### src/rtl/intr_pkg.sv
// rtl/intr_pkg.sv - shared constants, state encoding and helpers for the interrupt dispatcher
package intr_pkg;

  // Source indices; a lower index wins when several are pending.
  localparam logic [2:0] SRC_UART  = 3'd0;
  localparam logic [2:0] SRC_CLOCK = 3'd1;
  localparam logic [2:0] SRC_TIMER = 3'd2;
  localparam logic [2:0] SRC_SWI   = 3'd3;
  localparam logic [2:0] SRC_SD    = 3'd4;

  // Interrupt controller register map on the io bus.
  localparam logic [3:0] IO_PENDING = 4'd0;
  localparam logic [3:0] IO_STATUS  = 4'd1;
  localparam logic [3:0] IO_ENABLE  = 4'd2;
  localparam logic [3:0] IO_SET     = 4'd4;
  localparam logic [3:0] IO_CLEAR   = 4'd5;

  // Sources the dispatcher clears itself; uart and sd are level sources
  // that the handler clears at the peripheral.
  localparam logic [4:0] CLEARABLE = 5'b01110;

  typedef enum logic [2:0] {
    ST_IDLE,
    ST_READ,
    ST_PRESENT,
    ST_SERVICE,
    ST_CLEAR
  } state_t;

  function automatic logic is_clearable(input logic [2:0] idx);
    return (idx <= SRC_SD) && CLEARABLE[idx];
  endfunction

endpackage

### src/rtl/intr_prio_enc.sv
// rtl/intr_prio_enc.sv - fixed-priority encoder, lowest set bit wins
module intr_prio_enc
  import intr_pkg::*;
(
  input  logic [4:0] req,
  output logic       valid,
  output logic [2:0] idx
);

  // Scan from the top so the lowest set bit is the last one written.
  always_comb begin
    valid = |req;
    idx   = 3'd0;
    for (int i = 4; i >= 0; i--) begin
      if (req[i]) idx = 3'(i);
    end
  end

endmodule

### src/rtl/intr_dispatch.sv
// rtl/intr_dispatch.sv - CPU-side interrupt dispatcher: read pending, present vector, clear source
module intr_dispatch
  import intr_pkg::*;
#(
  parameter logic [15:0] VEC_BASE   = 16'h0010,
  parameter int          VEC_STRIDE = 4
) (
  input  logic        clk,
  input  logic        reset_n,
  input  logic        interrupt,
  input  logic        cpu_irq_en,
  output logic        cpu_irq_req,
  output logic [15:0] cpu_irq_vec,
  input  logic        cpu_irq_ack,
  input  logic        cpu_irq_done,
  output logic        io_req,
  output logic        io_write,
  output logic [3:0]  io_addr,
  output logic [15:0] io_wdata,
  input  logic [15:0] io_rdata,
  input  logic        io_gnt,
  output logic        busy,
  output logic [7:0]  spurious_count
);

  state_t      state, state_nx;
  logic [2:0]  idx_q;
  logic [15:0] vec_q;
  logic [7:0]  spur_q;
  logic        capture;
  logic        spur_inc;
  logic        enc_valid;
  logic [2:0]  enc_idx;
  logic [15:0] vec_nx;
  logic        unused_rdata;

  // Only the five source bits of the pending register carry meaning.
  assign unused_rdata = ^io_rdata[15:5];

  intr_prio_enc u_prio_enc (
    .req   (io_rdata[4:0]),
    .valid (enc_valid),
    .idx   (enc_idx)
  );

  assign vec_nx = VEC_BASE + 16'(VEC_STRIDE) * {13'd0, enc_idx};

  // State register.
  always_ff @(posedge clk or negedge reset_n) begin
    if (!reset_n) state <= ST_IDLE;
    else          state <= state_nx;
  end

  // Captured source/vector and the saturating spurious counter.
  always_ff @(posedge clk or negedge reset_n) begin
    if (!reset_n) begin
      idx_q  <= 3'd0;
      vec_q  <= 16'd0;
      spur_q <= 8'd0;
    end else begin
      if (capture) begin
        idx_q <= enc_idx;
        vec_q <= vec_nx;
      end
      if (spur_inc && spur_q != 8'hFF) spur_q <= spur_q + 8'd1;
    end
  end

  // Next state and io bus drive; io fields stay zero unless a request is up.
  always_comb begin
    state_nx = state;
    io_req   = 1'b0;
    io_write = 1'b0;
    io_addr  = 4'd0;
    io_wdata = 16'd0;
    capture  = 1'b0;
    spur_inc = 1'b0;
    case (state)
      ST_IDLE: begin
        if (interrupt && cpu_irq_en) state_nx = ST_READ;
      end
      ST_READ: begin
        io_req  = 1'b1;
        io_addr = IO_PENDING;
        if (io_gnt) begin
          if (enc_valid) begin
            capture  = 1'b1;
            state_nx = ST_PRESENT;
          end else begin
            spur_inc = 1'b1;
            state_nx = ST_IDLE;
          end
        end
      end
      ST_PRESENT: begin
        // Ack takes precedence over a simultaneous enable drop.
        if (cpu_irq_ack)     state_nx = ST_SERVICE;
        else if (!cpu_irq_en) state_nx = ST_IDLE;
      end
      ST_SERVICE: begin
        if (cpu_irq_done) state_nx = is_clearable(idx_q) ? ST_CLEAR : ST_IDLE;
      end
      ST_CLEAR: begin
        io_req   = 1'b1;
        io_write = 1'b1;
        io_addr  = IO_CLEAR;
        io_wdata = 16'd1 << idx_q;
        if (io_gnt) state_nx = ST_IDLE;
      end
      default: state_nx = ST_IDLE;
    endcase
  end

  assign cpu_irq_req    = (state == ST_PRESENT);
  assign cpu_irq_vec    = vec_q;
  assign busy           = (state != ST_IDLE);
  assign spurious_count = spur_q;

endmodule

### config.mk
export PLATFORM = sky130hd
export DESIGN_NAME = intr_dispatch
export DESIGN_NICKNAME = d
export VERILOG_FILES = /design/src/rtl/intr_pkg.sv /design/src/rtl/intr_prio_enc.sv /design/src/rtl/intr_dispatch.sv
export SDC_FILE = /design/constraint.sdc
export NUM_CORES = 1
export LEC_CHECK = 0
export ABC_AREA = 1
export ABC_CLOCK_PERIOD_IN_PS = 1700
export CAP_MARGIN = 20
export CORE_MARGIN = 4
export CORE_UTILIZATION = 30
export DETAILED_ROUTE_END_ITERATION = 8
export GPL_TIMING_DRIVEN = 1
export PLACE_DENSITY = 0.65
export SLEW_MARGIN = 30
export SYNTH_ARGS = -nofsm -noshare
export SYNTH_HDL_FRONTEND = slang
export SYNTH_SLANG_ARGS = --single-unit
### constraint.sdc
create_clock -name clk -period 1.7 [get_ports clk]
set_clock_uncertainty 0.05 [all_clocks]
set_input_delay 0.425 -clock clk [delete_from_list [all_inputs] [get_ports clk]]
set_output_delay 0.425 -clock clk [all_outputs]
set_load 0.005 [all_outputs]
==> results of run 1 <==
state kept, by name, summed over array words and instances (netlist names):
register / flops
spurious_count: 8
cpu_irq_vec: 1
idx_q: 3
state: 3
area by class of cell:
type | count | area, µm²
clock buffer | 4 | 45.04
fill | 403 | 2028
inverter | 19 | 71.32
multi-input combinational | 141 | 683.2
sequential | 15 | 376.6
tap | 48 | 60.06
timing repair buffer | 58 | 479.2
path summary, 6_finish.rpt:
| kind | endpoint | cells past startpoint |
|---|---|---|
| worst max-delay path | io_wdata[7] | 7 |
| worst min-delay path | spurious_count[6] | 2 |
| max in group asynchronous | idx_q[2] | 2 |
| min in group clk | cpu_irq_vec[4] | 2 |
| worst min register to register | cpu_irq_vec[4] | 2 |
| worst max register to register | idx_q[1] | 9 |
cell usage after synthesis:
| master | count | area share |
|---|---|---|
| nor2_2 | 4 | 0.021 |
| xor2_1 | 1 | 0.0073 |
| nand3_1 | 20 | 0.084 |
| o21ai_0 | 2 | 0.0084 |
| a21boi_1 | 1 | 0.0063 |
| nand3_4 | 2 | 0.029 |
| conb_1 | 1 | 0.0031 |
| ha_1 | 1 | 0.010 |
| xnor2_1 | 2 | 0.015 |
| o21bai_1 | 1 | 0.0063 |
| nand2_1 | 56 | 0.18 |
| nand3b_1 | 2 | 0.013 |
| nand3_2 | 1 | 0.0084 |
| nor2_1 | 23 | 0.072 |
| inv_2 | 1 | 0.0031 |
| inv_1 | 17 | 0.053 |
| dfrtp_1 | 15 | 0.31 |
| clkinv_1 | 1 | 0.0031 |
| nand4_1 | 1 | 0.0052 |
| or2_2 | 1 | 0.0052 |
| nor3_1 | 1 | 0.0042 |
| buf_4 | 24 | 0.15 |
metrics by stage:
step	utilization	hold WS, ps	cells	setup slack (ps)
2_1_floorplan	-	79.41	199	213.7
3_3_place_gp	0.4388	411.1	276	-175.8
3_5_place_dp	0.4388	429.3	276	-216.2
4_1_cts	0.4465	444.8	283	-68.39
5_1_grt	0.4582	460.8	285	-147.8
6_report	0.4582	435.2	285	-58.84
routing by layer:
layer | routed length, µm | up-vias | share of wire | track usage
met5 | 0 | - | 0 | 0
met1 | 1289 | 527 | 0.45 | 0.1306
li1 | - | 628 | - | -
met2 | 1329 | 40 | 0.47 | 0.2029
met3 | 211 | 2 | 0.074 | 0.02273
met4 | 19 | 0 | 0.0067 | 0.03758
worst register-to-register path, delay by kind of cell (launching register included):
family,cells,cell delay (ps)
simple gates,3,350
buf+inv,5,550
compound gates,1,70
flops,1,380
what timing repair did:
item / in CTS / in global routing
pin swaps: 3 / 3
gates resized for setup: 55 / 17
setup endpoints to repair: 16 / 20
setup buffers: 3 / 3
cell families (layout without fill, tap and decap cells):
kind of cell / Yosys count / after routing / synth area share
flip-flops: 15 / 15 / 0.3145
XOR/XNOR: 3 / 3 / 0.02202
AND/OR/NAND/NOR: 111 / 111 / 0.4182
AO/OA/AOI/OAI: 4 / 4 / 0.02097
adder cells (fa/ha/maj): 1 / 1 / 0.01048
buffers and inverters: 43 / 81 / 0.2107
other: 1 / 22 / 0.003142
power by group through the flow:
stage	Sequential, µW	Combinational, µW	Clock (µW)
after floorplan	523	386	0
after global placement	503	783	0
after detailed placement	504	796	0
after CTS	510	774	303
after global routing	522	905	323
final	509	811	290
==> run metrics, run 1 <==
Mapped Area=1194 µm²; Final Hold Viols=0; Die Width=71.08 µm; detailed-route via count=1,197; CP max stage delay=380 ps; DRT antenna net count=0; Row Count=22; Crit Path Max Fanout=4; crit path kind=register to primary output; Power Total=1610 µW; crit-path cells=nor2_2, nand2_1, inv_2, buf_6, nand2_4, nor2_1, buf_2; commonest non-fill, non-tap cells in the layout=nand2_1, conb_1, buf_4; RSZ-0062 raised after global routing=yes; Die Y=71.08 µm; grt ovf=0; wire per inst=9.996 µm; initial antenna violation count=0; Sw Share=0.3729; core area=3744 µm²; Seq pwr share=0.316; Final HPWL DP=2217 µm; global-route wire length before repair=4650 µm; flop2flop setup slack=170 ps; yosys warns=0; Post-Synthesis Cells=178; area grow syn2layout=43.71%; H-tree depth=1; outcome=finished with violations; clk slew on worst S/H paths=60 ps; LEAKAGE=0.0009760 µW; I/O Pins=71; CTS sink count=15; Synth Area per Inst=6.706 µm²; vias per cell=4.200; Total Routed Length=2849 µm; critical path's top delay family=flip-flops; DRC errors left=0; data arrival time of the worst path=1280 ps; worst path bufs/invs=3; TNS Setup=-406.0 ps; final setup margin=-58.84 ps; initial core utilization=0.3189; clock network power share=0.180; Unique masters post-synth=22; vias in the first global route=1,098; fmax=0.5686 GHz; Comb power frac=0.503; Tightest Hold Check Type=input port to asynchronous set/reset pin; I/O Buffers=37; most common cell after layout, fill and taps aside=nand2_1; pins over their slew limit=0; DIE AREA=5052 µm²; Startpoint Class=register; synthesized flop and latch total=15; post-layout min period=1759 ps; sequential area share after synthesis=0.3145; crit end category=primary output; worst flop-to-flop path startpoint=state[1]; CTS tree=yes; crit path launch=state[1]; final setup fails=8; Max VDD drop=0.2974 mV; n_diodes=0; max_cap viols=0; Final #Nets=262; Switch Pwr=600.4 µW; CTS Hold Buffers Added=0; drt pass-1 iters=4; RePlAce Congestion=0.7927; violations in the final reports=setup timing; crit share post-route=1.035; clock insertion delay at the later pin of the skew report=250 ps; Max Root-Sink Buffers=2; total track usage=0.1121; Design Area, Final=1715 µm²; Int Pwr=1010 µW; slowest CP cell=dfrtp_1; largest net degree at the start of global routing=16; placed inst area=1643 µm²; initial DRC count=24; CTS buffer count=3; Worst Path Required=1220 ps; share of cells above drive strength 1=0.2447; Pwr Density=938.6 nW/µm²; clock root buffer=clkbuf_8
(Power assumes the default switching activity.)
==> inputs of run 2 (changes only) <==
--- a/config.mk
+++ b/config.mk
@@ -10,6 +10,7 @@
 export CAP_MARGIN = 20
 export CORE_MARGIN = 4
 export CORE_UTILIZATION = 30
+export CTS_BUF_LIST = sky130_fd_sc_hd__clkbuf_2
 export DETAILED_ROUTE_END_ITERATION = 8
 export GPL_TIMING_DRIVEN = 1
 export PLACE_DENSITY = 0.65
==> run metrics, run 2 (same netlist as run 1, synthesis figures left out) <==
wire per inst=10.32 µm; worst flop-to-flop path startpoint=spurious_count[0]; Pwr Density=884.2 nW/µm²; share of cells above drive strength 1=0.2886; placed cell count=276; violations in the final reports=setup timing; pins over their slew limit=0; detailed-route via count=1,243; initial antenna violation count=0; RSZ-0062 raised after global routing=yes; vias in the first global route=1,131; fmax=0.5407 GHz; Post-Layout Cell Count=294; worst path bufs/invs=3; Final Hold Viols=0; CTS Hold Buffers Added=0; post-layout min period=1850 ps; clock root buffer=clkbuf_2; drt pass-1 iters=4; cells on worst reg2reg path=8; CTS sink count=15; global-route wire length before repair=4719 µm; clk slew on worst S/H paths=170 ps; Multi-input gate area=685.7 µm²; layer with the highest usage=met2; max_cap viols=0; Register Area=375.4 µm²; Sw Share=0.3968; Switch Pwr=618.5 µW; crit path kind=register to primary output; outcome=finished with violations; CTS tree=yes; total track usage=0.1138; Worst R2R End=spurious_count[7]; Final HPWL DP=2217 µm; GRT met2 Usage=0.2039; Comb power frac=0.564; DRC errors left=0; DRT antenna net count=0; initial core utilization=0.3189; CP endpoint=io_wdata[5]; clock network power share=0.119; RePlAce Congestion=0.7927; Max Root-Sink Buffers=2; area grow syn2layout=47.69%; I/O Buffers=37; DIE AREA=5052 µm²; grt ovf=0; H-tree depth=1; Largest register FFs=8; met3 usage=0.02415; core area=3744 µm²; Row Count=22; most common cell after layout, fill and taps aside=nand2_1; Max VDD drop=0.2757 mV; n_diodes=0; initial DRC count=27; CTS buffer count=3; Int Pwr=940.3 µW; LEAKAGE=0.001081 µW; crit share post-route=1.088; Startpoint Class=register; Total Routed Length=3035 µm; Seq pwr share=0.317; Die Width=71.08 µm; flop2flop setup slack=110 ps; crit-path cells=nor2_2, nand2_1, inv_2, buf_6, nand2_4, nor2_1, buf_2; Critical Path Stages=7; grt met1 use=0.1339; Crit Path Max Fanout=4; data arrival time of the worst path=1370 ps; crit end category=primary output; Final #Nets=271; CP max stage delay=420 ps; slowest CP cell=dfrtp_1; DP Worst Slack=-216.2 ps; crit path launch=state[1]; largest net degree at the start of global routing=16; commonest non-fill, non-tap cells in the layout=nand2_1, buf_4, conb_1; Worst Path Required=1220 ps; Power Total=1559 µW; clock insertion delay at the later pin of the skew report=290 ps; Tightest Hold Check Type=input port to asynchronous set/reset pin; final setup fails=10; Final Core Density=0.4709; TNS Setup=-1117 ps; final setup margin=-149.6 ps; Die Y=71.08 µm; Fillers=398; vias per cell=4.228; critical path's top delay family=flip-flops; I/O Pins=71
run 2: cell count changes in the layout (fill, tap and decap cells not counted), moves of 2 or more:
cell / before / now
dlymetal6s2s_1: 3 / 6
buf_4: 20 / 29
buf_2: 10 / 12
dlygate4sd2_1: 1 / 5
inv_2: 2 / 5
inv_1: 16 / 13
clkbuf_8: 3 / 0
clkdlybuf4s50_1: 19 / 12
clkbuf_2: 2 / 4
run 2: power groups by stage:
stage / clock network [µW] / logic, µW / registers [µW]
3_3_place_gp: 0 / 783 / 503
6_report: 186 / 879 / 494
5_1_grt: 213 / 980 / 506
2_1_floorplan: 0 / 386 / 523
4_1_cts: 191 / 841 / 495
3_5_place_dp: 0 / 796 / 504
run 2: final cells by class:
cell class	count	share of cell area
clock buffers	4	0.01136
well taps	48	0.03407
repair buffers	67	0.3123
flip-flops and latches	15	0.2129
multi-input cells	141	0.3889
inverters	19	0.04045
run 2: metal layers:
layer	vias up	wire (µm)
met5	-	0
li1	639	-
met3	4	255
met1	554	1263
met2	46	1484
met4	0	31
run 2: worst min path at each step:
stage	slack, ps	startpoint	endpoint
6_report	370	reset_n	state[0]
5_1_grt	350	reset_n	spurious_count[6]
2_1_floorplan	80	reset_n	cpu_irq_vec[4]
3_3_place_gp	410	cpu_irq_vec[4]	cpu_irq_vec[4]
4_1_cts	370	reset_n	spurious_count[6]
3_5_place_dp	430	cpu_irq_vec[4]	cpu_irq_vec[4]
run 2: worst register-to-register path, cell delays in order (launching register included):
cell and delay, ps:
dfrtp_1 420, buf_4 150, ha_1 260, nand3_2 120, clkinv_1 100, nand3_4 110, nand3_4 130, nand2_1 90
nand2_1 50
run 2: stage by stage:
stage	hold WS (ps)	instance area, µm²
floorplan	79.41	1272
global placement	411.1	1643
detailed placement	429.3	1643
CTS	368.2	1688
global route	352.5	1763
finish	368.0	1763
run 2: repair_timing:
| item | 4_1_cts | 5_1_grt |
|---|---|---|
| endpoints found under the setup margin | 22 | 29 |
| buffers inserted | 8 | 7 |
| pin swaps | 9 | 10 |
| gates resized for setup | 69 | 15 |
| hold endpoints to repair | 0 | 0 |
==> inputs of run 3 (changes only) <==
--- a/config.mk
+++ b/config.mk
@@ -7,13 +7,12 @@
 export LEC_CHECK = 0
 export ABC_AREA = 1
 export ABC_CLOCK_PERIOD_IN_PS = 1700
-export CAP_MARGIN = 20
 export CORE_MARGIN = 4
-export CORE_UTILIZATION = 30
+export CORE_UTILIZATION = 39
 export CTS_BUF_LIST = sky130_fd_sc_hd__clkbuf_2
 export DETAILED_ROUTE_END_ITERATION = 8
 export GPL_TIMING_DRIVEN = 1
-export PLACE_DENSITY = 0.65
+export PLACE_DENSITY = 0.81
 export SLEW_MARGIN = 30
 export SYNTH_ARGS = -nofsm -noshare
 export SYNTH_HDL_FRONTEND = slang
==> run metrics, run 3 (same netlist as run 1, synthesis figures left out) <==
crit path kind=register to primary output; Worst Path Required=1220 ps; initial antenna violation count=0; Die Y=63.32 µm; DIE AREA=4009 µm²; fmax=0.5472 GHz; Final Hold Viols=0; largest net degree at the start of global routing=16; core area=2829 µm²; violations in the final reports=setup timing; final setup fails=8; DP Worst Slack=-223.1 ps; LEAKAGE=0.001028 µW; commonest non-fill, non-tap cells in the layout=nand2_1, buf_4, conb_1; Max VDD drop=0.6848 mV; Final #Nets=271; Fin Hold WS=397.7 ps; vias in the first global route=1,174; crit end category=primary output; H-tree depth=1; I/O Buffers=37; vias per cell=4.487; CTS Hold Buffers Added=0; CTS tree=yes; Crit Path Max Fanout=4; clk slew on worst S/H paths=150 ps; RePlAce Congestion=0.8662; clock insertion delay at the later pin of the skew report=270 ps; Power Total=1546 µW; Largest register FFs=8; n_diodes=0; I/O Pins=71; Max Root-Sink Buffers=2; RSZ-0062 raised after global routing=yes; Tightest Hold Check Type=input port to asynchronous set/reset pin; global-route wire length before repair=4885 µm; cells on worst reg2reg path=8; crit share post-route=1.075; DRT antenna net count=0; detailed-route via count=1,243; total track usage=0.1483; Pwr Density=889.3 nW/µm²; initial DRC count=58; area grow syn2layout=45.60%; pins over their slew limit=0; max_cap viols=0; initial core utilization=0.4219; share of cells above drive strength 1=0.2805; Total Routed Length=2928 µm; post-layout min period=1827 ps; Startpoint Class=register; Final HPWL DP=2334 µm; data arrival time of the worst path=1350 ps; CTS sink count=15; DRC errors left=0; clock root buffer=clkbuf_2; grt ovf=0; outcome=finished with violations; final setup margin=-127.4 ps; Die Width=63.32 µm; most common cell after layout, fill and taps aside=nand2_1; wire per inst=10.57 µm; Row Count=19; drt pass-1 iters=4; CTS buffer count=3
-- run 3: report_power, final --
part	switching, µW	internal, µW
Combinational	437	428
Clock	113	62.4
Sequential	67.8	438
-- run 3: area by class of cell --
class | count | area (µm²)
tap | 31 | 38.79
multi-input combinational | 141 | 685.7
sequential | 15 | 375.4
inverter | 19 | 71.32
timing repair buffer | 67 | 546.8
fill | 266 | 1091
clock buffer | 4 | 20.02
-- run 3: final timing paths --
| kind | to | from | slack [ps] |
|---|---|---|---|
| hold / removal | spurious_count[6] | reset_n | 400 |
| max in group asynchronous | spurious_count[7] | reset_n | 1030 |
| min in group clk | cpu_irq_vec[4] | cpu_irq_vec[4] | 450 |
| setup reg to reg | spurious_count[3] | spurious_count[0] | 90 |
| hold reg to reg | cpu_irq_vec[4] | cpu_irq_vec[4] | 450 |
| setup / recovery | io_wdata[0] | state[1] | -130 |
-- run 3: repair_timing --
action / in CTS / in global routing
hold endpoints to repair: 0 / 0
setup endpoints to repair: 21 / 25
buffers inserted: 5 / 4
gates resized for setup: 66 / 13
pin swaps: 7 / 6
-- run 3: metrics by stage --
stage	instances	util	TNS (ps)	area, µm²
after floorplan	199	-	0	1272
after global placement	265	0.5891	-1648	1667
after detailed placement	265	0.5891	-2300	1667
after CTS	274	0.5989	-1012	1694
after global routing	277	0.6143	-2146	1738
final	277	0.6143	-901.3	1738
-- run 3: layer usage --
layer  share of wire  track usage  up-vias  routed length, µm
li1                -            -      640                  -
met1            0.41       0.1670      559               1210
met2            0.51       0.2660       40               1505
met3           0.054      0.02842        4                159
met4           0.018      0.07008        0                 53
met5               0            0        -                  0
-- run 3: worst max-delay path, stage by stage, from the launching register on --
cell	delay, ps
dfrtp_1	420
nor2_2	160
nand2_2	70
inv_2	60
buf_6	100
nand2_4	60
nor2_2	80
buf_2	130
